==> config.mk <==
export PLATFORM = sky130hd
export DESIGN_NAME = gaus_rng_sched
export DESIGN_NICKNAME = d
export VERILOG_FILES = /design/src/rtl/lbm_rng_pkg.sv /design/src/rtl/rr_arbiter.sv /design/src/rtl/gaus_rng_sched.sv
export SDC_FILE = /design/constraint.sdc
export NUM_CORES = 1
export LEC_CHECK = 0
export CELL_PAD_IN_SITES_DETAIL_PLACEMENT = 0
export CELL_PAD_IN_SITES_GLOBAL_PLACEMENT = 1
export CORE_MARGIN = 5
export CORE_UTILIZATION = 35
export DETAILED_ROUTE_END_ITERATION = 8
export GPL_ROUTABILITY_DRIVEN = 0
export PLACE_DENSITY_LB_ADDON = 0.1
export SLEW_MARGIN = 5
export SYNTH_ARGS = -nofsm -noshare
export SYNTH_HDL_FRONTEND = slang
export SYNTH_SLANG_ARGS = --single-unit
==> constraint.sdc <==
create_clock -name Clk -period 2.7 [get_ports Clk]
set_input_delay 0.405 -clock Clk [delete_from_list [all_inputs] [get_ports Clk]]
set_output_delay 0.405 -clock Clk [all_outputs]
set_load 0.01 [all_outputs]
==> src/rtl/lbm_rng_pkg.sv <==
// Shared types and constants for the Gaussian-RNG scheduler slice.
package lbm_rng_pkg;

  localparam int W_RNG = 56;
  localparam logic [W_RNG-1:0] DEFAULT_SEED = 56'h00_1234_5678_9ABC;

  typedef enum logic [1:0] {
    SEED   = 2'd0,
    WARMUP = 2'd1,
    RUN    = 2'd2
  } rng_state_t;

  typedef logic [W_RNG-1:0] rng_word_t;

  // Successor of a round-robin index, wrapping at n.
  function automatic int rr_next(input int idx, input int n);
    return (idx == n - 1) ? 0 : idx + 1;
  endfunction

endpackage

==> src/rtl/rr_arbiter.sv <==
// Combinational round-robin arbiter: double-width masked priority encoder.
module rr_arbiter #(
  parameter int N  = 4,
  parameter int PW = (N > 1) ? $clog2(N) : 1
) (
  input  logic [N-1:0]  req,
  input  logic [PW-1:0] ptr,
  output logic [N-1:0]  gnt_onehot,
  output logic [PW-1:0] gnt_idx,
  output logic          gnt_any
);

  logic [2*N-1:0] mask_s;
  logic [2*N-1:0] masked_s;
  logic           hit_s;

  // Lowest set bit at or above ptr in {req, req}; the upper copy handles wrap-around.
  always_comb begin
    mask_s     = {(2*N){1'b1}} << ptr;
    masked_s   = {req, req} & mask_s;
    gnt_idx    = {PW{1'b0}};
    gnt_any    = 1'b0;
    hit_s      = 1'b0;
    for (int i = 0; i < 2*N; i++) begin
      hit_s   = masked_s[i] & ~gnt_any;
      gnt_idx = hit_s ? PW'(i % N) : gnt_idx;
      gnt_any = gnt_any | masked_s[i];
    end
    gnt_onehot = gnt_any ? (N'(1) << gnt_idx) : {N{1'b0}};
  end

endmodule

==> src/rtl/gaus_rng_sched.sv <==
// Seeds, warms up and time-shares one LFSR Gaussian generator among N_REQ units.
module gaus_rng_sched #(
  parameter int          N_REQ        = 4,
  parameter int          W            = 56,
  parameter int          WARMUP       = 64,
  parameter logic [W-1:0] DEFAULT_SEED = W'(lbm_rng_pkg::DEFAULT_SEED)
) (
  input  logic             Clk,
  input  logic             Reset,
  input  logic [W-1:0]     seed_in,
  input  logic             seed_load,
  input  logic [W-1:0]     rng_sample,
  output logic             rng_reset_n,
  output logic [W-1:0]     rng_seed,
  input  logic [N_REQ-1:0] req,
  output logic [N_REQ-1:0] gnt,
  output logic [W-1:0]     rand_out,
  output logic             rand_valid,
  output logic             ready
);

  import lbm_rng_pkg::*;

  localparam int PW  = $clog2(N_REQ);
  localparam int WCW = 10;

  rng_state_t       state_r;
  rng_state_t       next_state_s;
  logic [W-1:0]     seed_r;
  logic             seed_cnt_r;
  logic [WCW-1:0]   warm_cnt_r;
  logic [PW-1:0]    rr_ptr_r;
  logic             rng_reset_n_r;
  logic             ready_r;
  logic [N_REQ-1:0] gnt_r;
  logic             rand_valid_r;
  logic [W-1:0]     rand_out_r;

  logic [N_REQ-1:0] win_onehot_s;
  logic [PW-1:0]    win_idx_s;
  logic             win_any_s;
  logic             arb_en_s;
  logic             rng_reset_n_nxt_s;
  logic             ready_nxt_s;
  logic [PW-1:0]    ptr_nxt_s;

  rr_arbiter #(
    .N  (N_REQ),
    .PW (PW)
  ) u_arb (
    .req        (req),
    .ptr        (rr_ptr_r),
    .gnt_onehot (win_onehot_s),
    .gnt_idx    (win_idx_s),
    .gnt_any    (win_any_s)
  );

  // FSM state register.
  always_ff @(posedge Clk or negedge Reset) begin
    if (!Reset) begin
      state_r <= lbm_rng_pkg::SEED;
    end else begin
      state_r <= next_state_s;
    end
  end

  // Next-state logic; a seed load restarts the sequence from any state.
  always_comb begin
    next_state_s = state_r;
    if (seed_load) begin
      next_state_s = lbm_rng_pkg::SEED;
    end else begin
      case (state_r)
        lbm_rng_pkg::SEED:   next_state_s = seed_cnt_r ? lbm_rng_pkg::WARMUP : lbm_rng_pkg::SEED;
        lbm_rng_pkg::WARMUP: next_state_s = (warm_cnt_r == WCW'(WARMUP - 1)) ? lbm_rng_pkg::RUN
                                                                             : lbm_rng_pkg::WARMUP;
        lbm_rng_pkg::RUN:    next_state_s = lbm_rng_pkg::RUN;
        default:             next_state_s = lbm_rng_pkg::SEED;
      endcase
    end
  end

  // Output decode: next values for the registered outputs and arbitration enable.
  always_comb begin
    rng_reset_n_nxt_s = 1'b0;
    ready_nxt_s       = 1'b0;
    case (next_state_s)
      lbm_rng_pkg::SEED:   rng_reset_n_nxt_s = 1'b0;
      lbm_rng_pkg::WARMUP: rng_reset_n_nxt_s = 1'b1;
      lbm_rng_pkg::RUN: begin
        rng_reset_n_nxt_s = 1'b1;
        ready_nxt_s       = 1'b1;
      end
      default:             rng_reset_n_nxt_s = 1'b0;
    endcase
    arb_en_s  = (state_r == lbm_rng_pkg::RUN) && !seed_load;
    ptr_nxt_s = PW'(rr_next(int'(win_idx_s), N_REQ));
  end

  // Seed capture and SEED/WARMUP phase counters.
  always_ff @(posedge Clk or negedge Reset) begin
    if (!Reset) begin
      seed_r     <= DEFAULT_SEED;
      seed_cnt_r <= 1'b0;
      warm_cnt_r <= {WCW{1'b0}};
    end else begin
      if (seed_load) begin
        seed_r <= seed_in;
      end else begin
        seed_r <= seed_r;
      end
      if (!seed_load && state_r == lbm_rng_pkg::SEED) begin
        seed_cnt_r <= seed_cnt_r + 1'b1;
      end else begin
        seed_cnt_r <= 1'b0;
      end
      if (!seed_load && state_r == lbm_rng_pkg::WARMUP) begin
        warm_cnt_r <= warm_cnt_r + WCW'(1);
      end else begin
        warm_cnt_r <= {WCW{1'b0}};
      end
    end
  end

  // Generator control and status outputs.
  always_ff @(posedge Clk or negedge Reset) begin
    if (!Reset) begin
      rng_reset_n_r <= 1'b0;
      ready_r       <= 1'b0;
    end else begin
      rng_reset_n_r <= rng_reset_n_nxt_s;
      ready_r       <= ready_nxt_s;
    end
  end

  // Grant and sample delivery; rand_out keeps its last value on idle cycles.
  always_ff @(posedge Clk or negedge Reset) begin
    if (!Reset) begin
      gnt_r        <= {N_REQ{1'b0}};
      rand_valid_r <= 1'b0;
      rand_out_r   <= {W{1'b0}};
      rr_ptr_r     <= {PW{1'b0}};
    end else if (arb_en_s && win_any_s) begin
      gnt_r        <= win_onehot_s;
      rand_valid_r <= 1'b1;
      rand_out_r   <= rng_sample;
      rr_ptr_r     <= ptr_nxt_s;
    end else begin
      gnt_r        <= {N_REQ{1'b0}};
      rand_valid_r <= 1'b0;
      rand_out_r   <= rand_out_r;
      rr_ptr_r     <= rr_ptr_r;
    end
  end

  assign rng_reset_n = rng_reset_n_r;
  assign rng_seed    = seed_r;
  assign ready       = ready_r;
  assign gnt         = gnt_r;
  assign rand_valid  = rand_valid_r;
  assign rand_out    = rand_out_r;

endmodule

==> results of run 1 <==
-- report_power, final --
part / internal, mW / leakage (nW) / switching, mW
Sequential: 2.12 / 1.72 / 0.0476
Clock: 1.60 / 0.308 / 0.812
Combinational: 0.379 / 1.64 / 0.206
-- stage by stage --
stage | std cells | hold WS, ns | instance area, sq um
floorplan | 330 | 0.109 | 5240
global placement | 742 | 0.365 | 7790
detailed placement | 742 | 0.365 | 7790
CTS | 774 | 0.222 | 8420
global route | 774 | 0.239 | 8420
finish | 774 | 0.236 | 8420
-- metal layers --
layer  wire [um]  share of wire [%]  up-vias  track usage, %
li1            -                  -     1679               -
met1        5510                 40     1751            19.0
met2        6160                 44      200            23.8
met3        1760                 13       30            9.39
met4         409                3.0        2            7.41
met5          11              0.079        -               0
-- cell type report --
| type | instances | area (sq um) |
|---|---|---|
| clock inverters | 10 | 153 |
| clock buffers | 21 | 470 |
| multi-input cells | 178 | 1730 |
| flip-flops and latches | 134 | 3380 |
| well taps | 184 | 230 |
| fillers | 1185 | 6170 |
| inverters | 4 | 15.0 |
| repair buffers | 243 | 2440 |
-- critical path, stage by stage (launching register included) --
cell and delay (ns):
dfrtp_1 0.44, or3b_4 0.45, nor2_4 0.28, buf_12 0.32
mux2_2 0.38
-- synthesized netlist by cell type (4+ instances only) --
| library cell | count |
|---|---|
| dfstp_2 | 22 |
| and2_1 | 5 |
| mux2_1 | 5 |
| a21oi_1 | 5 |
| nor2_1 | 5 |
| dfrtp_1 | 112 |
| inv_1 | 4 |
| clkbuf_1 | 5 |
| ha_1 | 6 |
| mux2_2 | 109 |
| buf_6 | 7 |
| nand2_1 | 4 |
| nand3_1 | 6 |
-- kinds of logic (layout without fill, tap and decap cells) --
group,Yosys count,in the layout,synth area share (%)
mux,116,116,24.9
simple gates,35,35,3.94
xor+xnor,3,3,0.502
buf+inv,18,278,2.34
flops,134,134,64.6
fa+ha+maj,6,6,1.43
compound gates,18,18,2.32
-- final timing paths --
kind / slack [ns] / to / startpoint
setup / recovery: 0.69 / rand_out[32] / state_r[0]
hold / removal: 0.24 / seed_cnt_r / seed_load
setup reg to reg: 0.69 / rand_out[32] / state_r[0]
hold reg to reg: 0.46 / seed_cnt_r / seed_cnt_r
max in group asynchronous: 1.52 / rng_seed[7] / Reset
min in group asynchronous: 0.49 / rand_out[34] / Reset
-- state kept, by name, summed over array words and instances, names as in the netlist --
register	flops
gnt	4
rand_out	56
rand_valid	1
ready	1
rng_reset_n	1
rng_seed	56
rr_ptr_r	2
seed_cnt_r	1
state_r	2
warm_cnt_r	10
-- timing repair --
item | 4_1_cts | 5_1_grt
endpoints found under the hold margin | 36 | 0
setup endpoints to repair | 0 | 0
hold buffers | 1 | 0
==> impl_metrics.tcl, run 1 <==
set metrics [dict create \
    status "complete, no violations" \
    layout_commonest_cell "clkdlybuf4s50_1" \
    path_clk_slew_ns 0.05 \
    ios 238 \
    grt_max_degree 57 \
    synth_edf_count 0 \
    setup_violations 0 \
    clkLatencyLatePin_ns 0.41 \
    fin_crit_ns 2.01 \
    cts_root_buf "clkbuf_16" \
    slew_headroom_pct 51.8 \
    p_leak_nw 3.66 \
    yosysTopAreaCellShare_pct 53.5 \
    irDropWorstVdd_uv 384 \
    drt-initial-drc-count 160 \
    power_mw 5.17 \
    die_h_um 132 \
    placementRows 44 \
    required_ns 2.99 \
    synthArstFlopShare_pct 100 \
    dp_slack_ns 0.370 \
    grt_pass1_wl_um 22200 \
    ys_warn_count 0 \
    synth_top_area_cell "dfrtp_1" \
    setup_tns_ns 0 \
    syn_to_final_growth_pct 60.9 \
    drc 0 \
    start_util_pct 35.9 \
    cts_tree "yes" \
    reg2regPathDepth 4 \
    synth_seq_cells 134 \
    fin_ws_ns 0.689 \
    ys_seq_area_share_pct 64.6 \
    dr.pass1.iters 4 \
    finalWirelength_um 13900 \
    grt_pass1_vias 3964 \
    h-tree-depth 4 \
    ctsResizeCount 0 \
    fp.coreArea_sq_mm 0.0146 \
    post_drt_wl_per_cell_um 17.9 \
    synthFlopType "dfrtp_1" \
    crit_fanout 56 \
    netlist_instances 330 \
    die_w_um 132 \
    slew_violations 0 \
    hold_path_depth 2 \
    grt_use_total_pct 16.1 \
    skew_ns 0.00483 \
    syn_nets 455 \
    nets 703 \
    synth.cell_area_sq_mm 0.00524 \
    grt_remaining_overflow 0 \
    fmax_ghz 0.497 \
    die_area_sq_mm 0.0175 \
    diodes 0 \
    crit_type "flop to flop" \
    clockBufferDepth 2 \
    start_kind "flop" \
    detail-route-antenna-nets 0 \
    endpoint_kind "flop" \
    powerDensity_mw_per_mm2 614 \
    timing.final.crit_share_pct 74.5 \
    vias 3662 \
    layout-drive-gt1-share_pct 29.0 \
    clock-sinks 134 \
    dp_hpwl_um 10300 \
    min_path_type "primary input to flop" \
    final_cell_mix "235 x clkdlybuf4s50_1, 112 x dfrtp_1, 109 x mux2_2" \
    worst_pin_slew_ns 0.723 \
    hold_violations 0 \
    synth_area_per_cell_sq_um 15.9 \
    routed_via_density 4.73 \
    synth_cell_type_count 38 \
    synth_area_leaders "dfrtp_1 54%, mux2_2 23%, dfstp_2 11%" \
    arrival_ns 2.30 \
    cts_setup_buffers 0 \
    cts_made_buffers 17 \
    antenna_found_initial 1 \
    rsz0062_at_grt "false" \
    io_buffers 237 \
    fin_util_pct 57.7 \
    drv_cap 0 \
]
(Power assumes the default switching activity.)
==> inputs of run 2 (changes only) <==
- CORE_UTILIZATION: 35 -> 29
- clock period: 2.7 -> 1.75 ns (I/O delays scaled with it)
==> run 2 against run 1 <==
Net effect:
- worst hold slack lost 0.079 ns
- largest cell class unchanged
- sequential cell count unchanged
- wire length rose by 0.48%
- worst setup slack worse by 0.67 ns
- sequential power increased by 54%
- register-to-register slack got worse by 0.67 ns
- clock power rose by 61%
- design area increased by 4.6%
- critical path depth is 1 higher
- count of clock-buffer cells in the layout down 1
- highest routed layer is now met4
- fmax rose by 16%
- clock skew shrank 0.00090 ns
==> impl_metrics.tcl, run 2 (same netlist as run 1, synthesis figures left out) <==
set metrics [dict create \
    status "complete, no violations" \
    rsz0062_at_grt "true" \
    crit_path_top_delay_cell "or3b_4" \
    fmax_ghz 0.578 \
    reg2reg_slack_ns 0.02 \
    start_util_pct 29.3 \
    vias 3736 \
    crit_family "simple AND/OR/NAND/NOR gates" \
    detail-route-antenna-nets 0 \
    placementRows 49 \
    ios 238 \
    crit_chain "or3b_4, nor2_4, buf_12, buf_12, mux2_2" \
    dp_hpwl_um 10400 \
    routed_via_density 4.41 \
    endpoint_kind "flop" \
    crit_top_cell "buf_12" \
    worst_pin_slew_ns 0.728 \
    grt_max_degree 57 \
    irDropWorstVdd_uv 619 \
    h-tree-depth 4 \
    path_clk_slew_ns 0.06 \
    die_w_um 144 \
    crit_fanout 17 \
    cts_made_buffers 17 \
    syn_to_final_growth_pct 68.3 \
    seqPwrFrac_pct 41.1 \
    p_int_mw 6.43 \
    io_buffers 237 \
    nets 730 \
    required_ns 2.03 \
    combPwrFrac_pct 11.1 \
    dr.pass1.iters 4 \
    arrival_ns 2.01 \
    fp.coreArea_sq_mm 0.0178 \
    fin_crit_ns 1.73 \
    cts_tree "yes" \
    post_drt_wl_per_cell_um 16.4 \
    cts_root_buf "clkbuf_16" \
    reg2regPathDepth 5 \
    grt_pass1_vias 4097 \
    clkLatencyLatePin_ns 0.40 \
    fin_util_pct 49.4 \
    diodes 0 \
    clockBufferDepth 2 \
    antenna_found_initial 0 \
    finalWirelength_um 13900 \
    hold_violations 0 \
    die_h_um 144 \
    crit_type "flop to flop" \
    final_cell_mix "213 x clkdlybuf4s50_1, 112 x dfrtp_1, 100 x mux2_2" \
    timing.final.crit_share_pct 98.9 \
    clock-sinks 134 \
    drt-initial-drc-count 67 \
    r2r-start "state_r[0]" \
    layout-drive-gt1-share_pct 32.5 \
    rr_endpoint "rand_out[54]" \
    grt_use_total_pct 13.2 \
    layout_commonest_cell "clkdlybuf4s50_1" \
    hold_ws_ns 0.158 \
    cp_num_buf_inv 2 \
    setup_violations 0 \
    grt_pass1_wl_um 21300 \
    slew_violations 0 \
    powerDensity_mw_per_mm2 924 \
    hold_path_depth 3 \
    drc 0 \
    slew_headroom_pct 51.5 \
    drv_cap 0 \
    start_kind "flop" \
    p_leak_nw 3.87 \
    slowest_delay_ns 0.42 \
    skew_ns 0.00394 \
    grt_remaining_overflow 0 \
    swShare_pct 21.1 \
    min_path_type "primary input to flop" \
    whs_endpoint "seed_cnt_r" \
    die_area_sq_mm 0.0208 \
    p_switching_mw 1.72 \
    p_clk_share_pct 47.8 \
    hp-start "seed_load" \
]
run 2: cell count changes in the layout (fill, tap and decap cells not counted), moves of 2 or more:
cell	before	now
buf_12	2	8
buf_4	3	24
clkbuf_8	3	1
clkdlybuf4s50_1	235	213
clkinv_2	5	2
clkinv_4	0	2
dlygate4sd2_1	0	22
mux2_2	109	100
mux2_4	0	9
run 2: worst max-delay path by stage:
| stage | from | to | slack, ns | cells after the start |
|---|---|---|---|---|
| after global routing | state_r[0] | rand_out[54] | -0.03 | 5 |
| after CTS | state_r[0] | rand_out[16] | 0.006 | 5 |
| final | state_r[0] | rand_out[54] | 0.02 | 5 |
| after detailed placement | req[1] | rr_ptr_r[1] | -0.27 | 6 |
| after global placement | req[1] | rr_ptr_r[1] | -0.27 | 6 |
| after floorplan | rr_ptr_r[1] | rr_ptr_r[1] | 0.02 | 5 |
run 2: cell type report:
type / count / area, sq um
well taps: 229 / 287
inverters: 4 / 15.0
multi-input cells: 178 / 1780
clock inverters: 12 / 201
fillers: 1567 / 9030
flip-flops and latches: 134 / 3380
repair buffers: 270 / 2710
clock buffers: 20 / 447
run 2: worst reg2reg max path: stages (launching register included):
cell and delay [ns]:
dfrtp_1 0.38, or3b_4 0.42, nor2_4 0.13, buf_12 0.16, buf_12 0.18, mux2_2 0.35
run 2: repair_timing:
action / in CTS / in global routing
gates cloned: 0 / 1
hold buffers: 1 / 0
endpoints found under the hold margin: 26 / 0
gates resized for setup: 22 / 12
endpoints found under the setup margin: 22 / 50
buffers inserted: 0 / 5
run 2: power groups by stage:
stage	logic, mW	clock network [mW]	registers [mW]
after floorplan	0.191	0	3.46
after CTS	0.925	4.03	3.35
after global placement	0.947	0	3.39
after detailed placement	0.954	0	3.40
final	0.904	3.90	3.35
after global routing	0.980	4.17	3.36
run 2: metrics by stage:
step                TNS [ns]  cells  total power [mW]  setup WS [ns]  cell area, sq um
finish                     0    847              8.14         0.0187              8810
global route          -0.530    847              8.51        -0.0281              8810
CTS                        0    841              8.30        0.00589              8710
detailed placement    -14.23    808              4.35         -0.273              8080
global placement      -11.91    808              4.34         -0.273              8080
floorplan                  0    330              3.66         0.0242              5240
run 2: routing by layer:
layer | routed length, um | up-vias | GRT usage (%) | share of wire, %
li1 | - | 1738 | - | -
met1 | 5400 | 1814 | 14.8 | 39
met2 | 6430 | 171 | 21.0 | 46
met3 | 1900 | 13 | 7.51 | 14
met4 | 194 | 0 | 5.30 | 1.4
met5 | 0 | - | 0 | 0
==> inputs of run 3 (changes only) <==
- clock period: 1.75 -> 1.5 ns (I/O delays scaled with it)
==> run 3 against run 2 <==
Net effect:
- the flow now finishes with violations (negative setup slack)
- worst setup slack got worse by 0.21 ns
- via count increased by 0.83%
- worst hold slack improved by 0.11 ns
- first-iteration DRC count increased by 55%
- design area decreased by 1.2%
- sequential power increased by 16%
- die area unchanged
- non-clock buffer count increased by 6
- combinational power increased by 10%
- total power increased by 7.2%
- cell count increased by 0.71%
- critical path type unchanged
- critical endpoint is now rand_out[21]
==> impl_metrics.tcl, run 3 (same netlist as run 1, synthesis figures left out) <==
set metrics [dict create \
    status "finished with violations" \
    failed_checks "negative setup slack" \
    timing.final.crit_share_pct 113 \
    grt_use_total_pct 13.9 \
    fp.coreArea_sq_mm 0.0178 \
    crit_type "flop to flop" \
    arrival_ns 1.98 \
    finalWirelength_um 14400 \
    hold_violations 0 \
    worst_pin_slew_ns 0.418 \
    seqPwrFrac_pct 44.6 \
    fmax_ghz 0.592 \
    p_switching_mw 1.95 \
    crit_fanout 15 \
    nets 736 \
    post-place-cells 813 \
    min_path_type "primary input to async pin" \
    combPwrFrac_pct 11.4 \
    power_mw 8.73 \
    cts_tree "yes" \
    die_w_um 144 \
    dr.pass1.iters 6 \
    placementRows 49 \
    post_drt_wl_per_cell_um 16.9 \
    fin_cells 853 \
    io_buffers 237 \
    start_util_pct 29.3 \
    clock-sinks 134 \
    ios 238 \
    antenna_found_initial 1 \
    vias 3767 \
    endpoint_kind "flop" \
    required_ns 1.79 \
    grt_pass1_wl_um 22300 \
    detail-route-antenna-nets 0 \
    r2r-start "state_r[0]" \
    drc 0 \
    reg2reg_slack_ns -0.19 \
    p_clk_share_pct 44.0 \
    die_h_um 144 \
    grt_max_degree 34 \
    setup_violations 60 \
    dp_hpwl_um 10700 \
    start_kind "flop" \
    clockBufferDepth 2 \
    die_area_sq_mm 0.0208 \
    drv_cap 0 \
    final_cell_mix "116 x clkdlybuf4s50_1, 116 x dlygate4sd2_1, 111 x dfrtp_1" \
    syn_to_final_growth_pct 66.3 \
    routed_via_density 4.42 \
    cts_made_buffers 17 \
    fin_ws_ns -0.189 \
    swShare_pct 22.3 \
    slew_headroom_pct 72.1 \
    fin_crit_ns 1.69 \
    rsz0062_at_grt "true" \
    p_leak_nw 4.22 \
    worstSetupEndpoint "rand_out[21]" \
    rr_endpoint "rand_out[21]" \
    h-tree-depth 4 \
    crit_path_start "state_r[0]" \
    diodes 0 \
    path_clk_slew_ns 0.06 \
    layout-drive-gt1-share_pct 35.3 \
    reg2regPathDepth 5 \
    p_int_mw 6.78 \
    irDropWorstVdd_uv 736 \
    grt_pass1_vias 4254 \
    drt-initial-drc-count 104 \
    slew_violations 0 \
    powerDensity_mw_per_mm2 1000 \
    grt_remaining_overflow 0 \
    cts_root_buf "clkbuf_16" \
    skew_ns 0.00397 \
    clkLatencyLatePin_ns 0.41 \
]
[run 3: metal layers]
metal | vias up | global-route usage, % | wire (um)
met2 | 179 | 22.2 | 6770
met3 | 16 | 7.11 | 1800
li1 | 1748 | - | -
met4 | 0 | 5.74 | 274
met5 | - | 0 | 0
met1 | 1824 | 15.8 | 5600
[run 3: timing repair]
item / CTS / global route
cloned: 0 / 0
hold endpoints to repair: 38 / 0
buffers inserted: 6 / 5
hold buffers: 1 / 0
gates resized for setup: 130 / 21
setup endpoints to repair: 179 / 66
pin swaps: 3 / 4
[run 3: cell type report]
cell class | count | area, sq um
Clock buffer | 23 | 468
Clock inverter | 9 | 77.6
Fill cell | 1587 | 9130
Inverter | 4 | 15.0
Multi-Input combinational cell | 178 | 1870
Sequential cell | 134 | 3380
Tap cell | 229 | 287
Timing Repair Buffer | 276 | 2610
[run 3: critical path, cell delays in order, from the launching register on]
cell     delay (ns)
dfrtp_1        0.38
or3b_4         0.41
nor2_4         0.13
buf_12         0.15
buf_12         0.16
mux2_2         0.34
[run 3: how the worst min path moves through the flow]
stage                          from            to  depth (start not counted)
final                         Reset  rng_seed[51]                          2
after global routing      seed_load    state_r[1]                          3
after CTS                 seed_load    state_r[1]                          3
after detailed placement      Reset  rng_seed[51]                          1
after global placement        Reset  rng_seed[51]                          1
after floorplan               Reset        gnt[0]                          0
[run 3: power by group through the flow]
stage,sequential [mW],clock [mW],combinational [mW]
floorplan,4.04,0,0.223
global placement,3.96,0,1.09
detailed placement,3.97,0,1.10
CTS,3.90,3.98,1.01
global route,3.92,4.14,1.09
finish,3.89,3.84,0.995
[run 3: through the flow]
step,TNS [ns],utilization [%],setup WS [ns],hold WS (ns),instance area [sq um]
2_1_floorplan,-8.41,-,-0.155,-0.0706,5260
3_3_place_gp,-27.15,45.5,-0.443,0.122,8120
3_5_place_dp,-28.20,45.5,-0.477,0.125,8120
4_1_cts,-8.91,48.3,-0.190,0.246,8610
5_1_grt,-10.62,48.8,-0.220,0.268,8710
6_report,-8.22,48.8,-0.189,0.271,8710
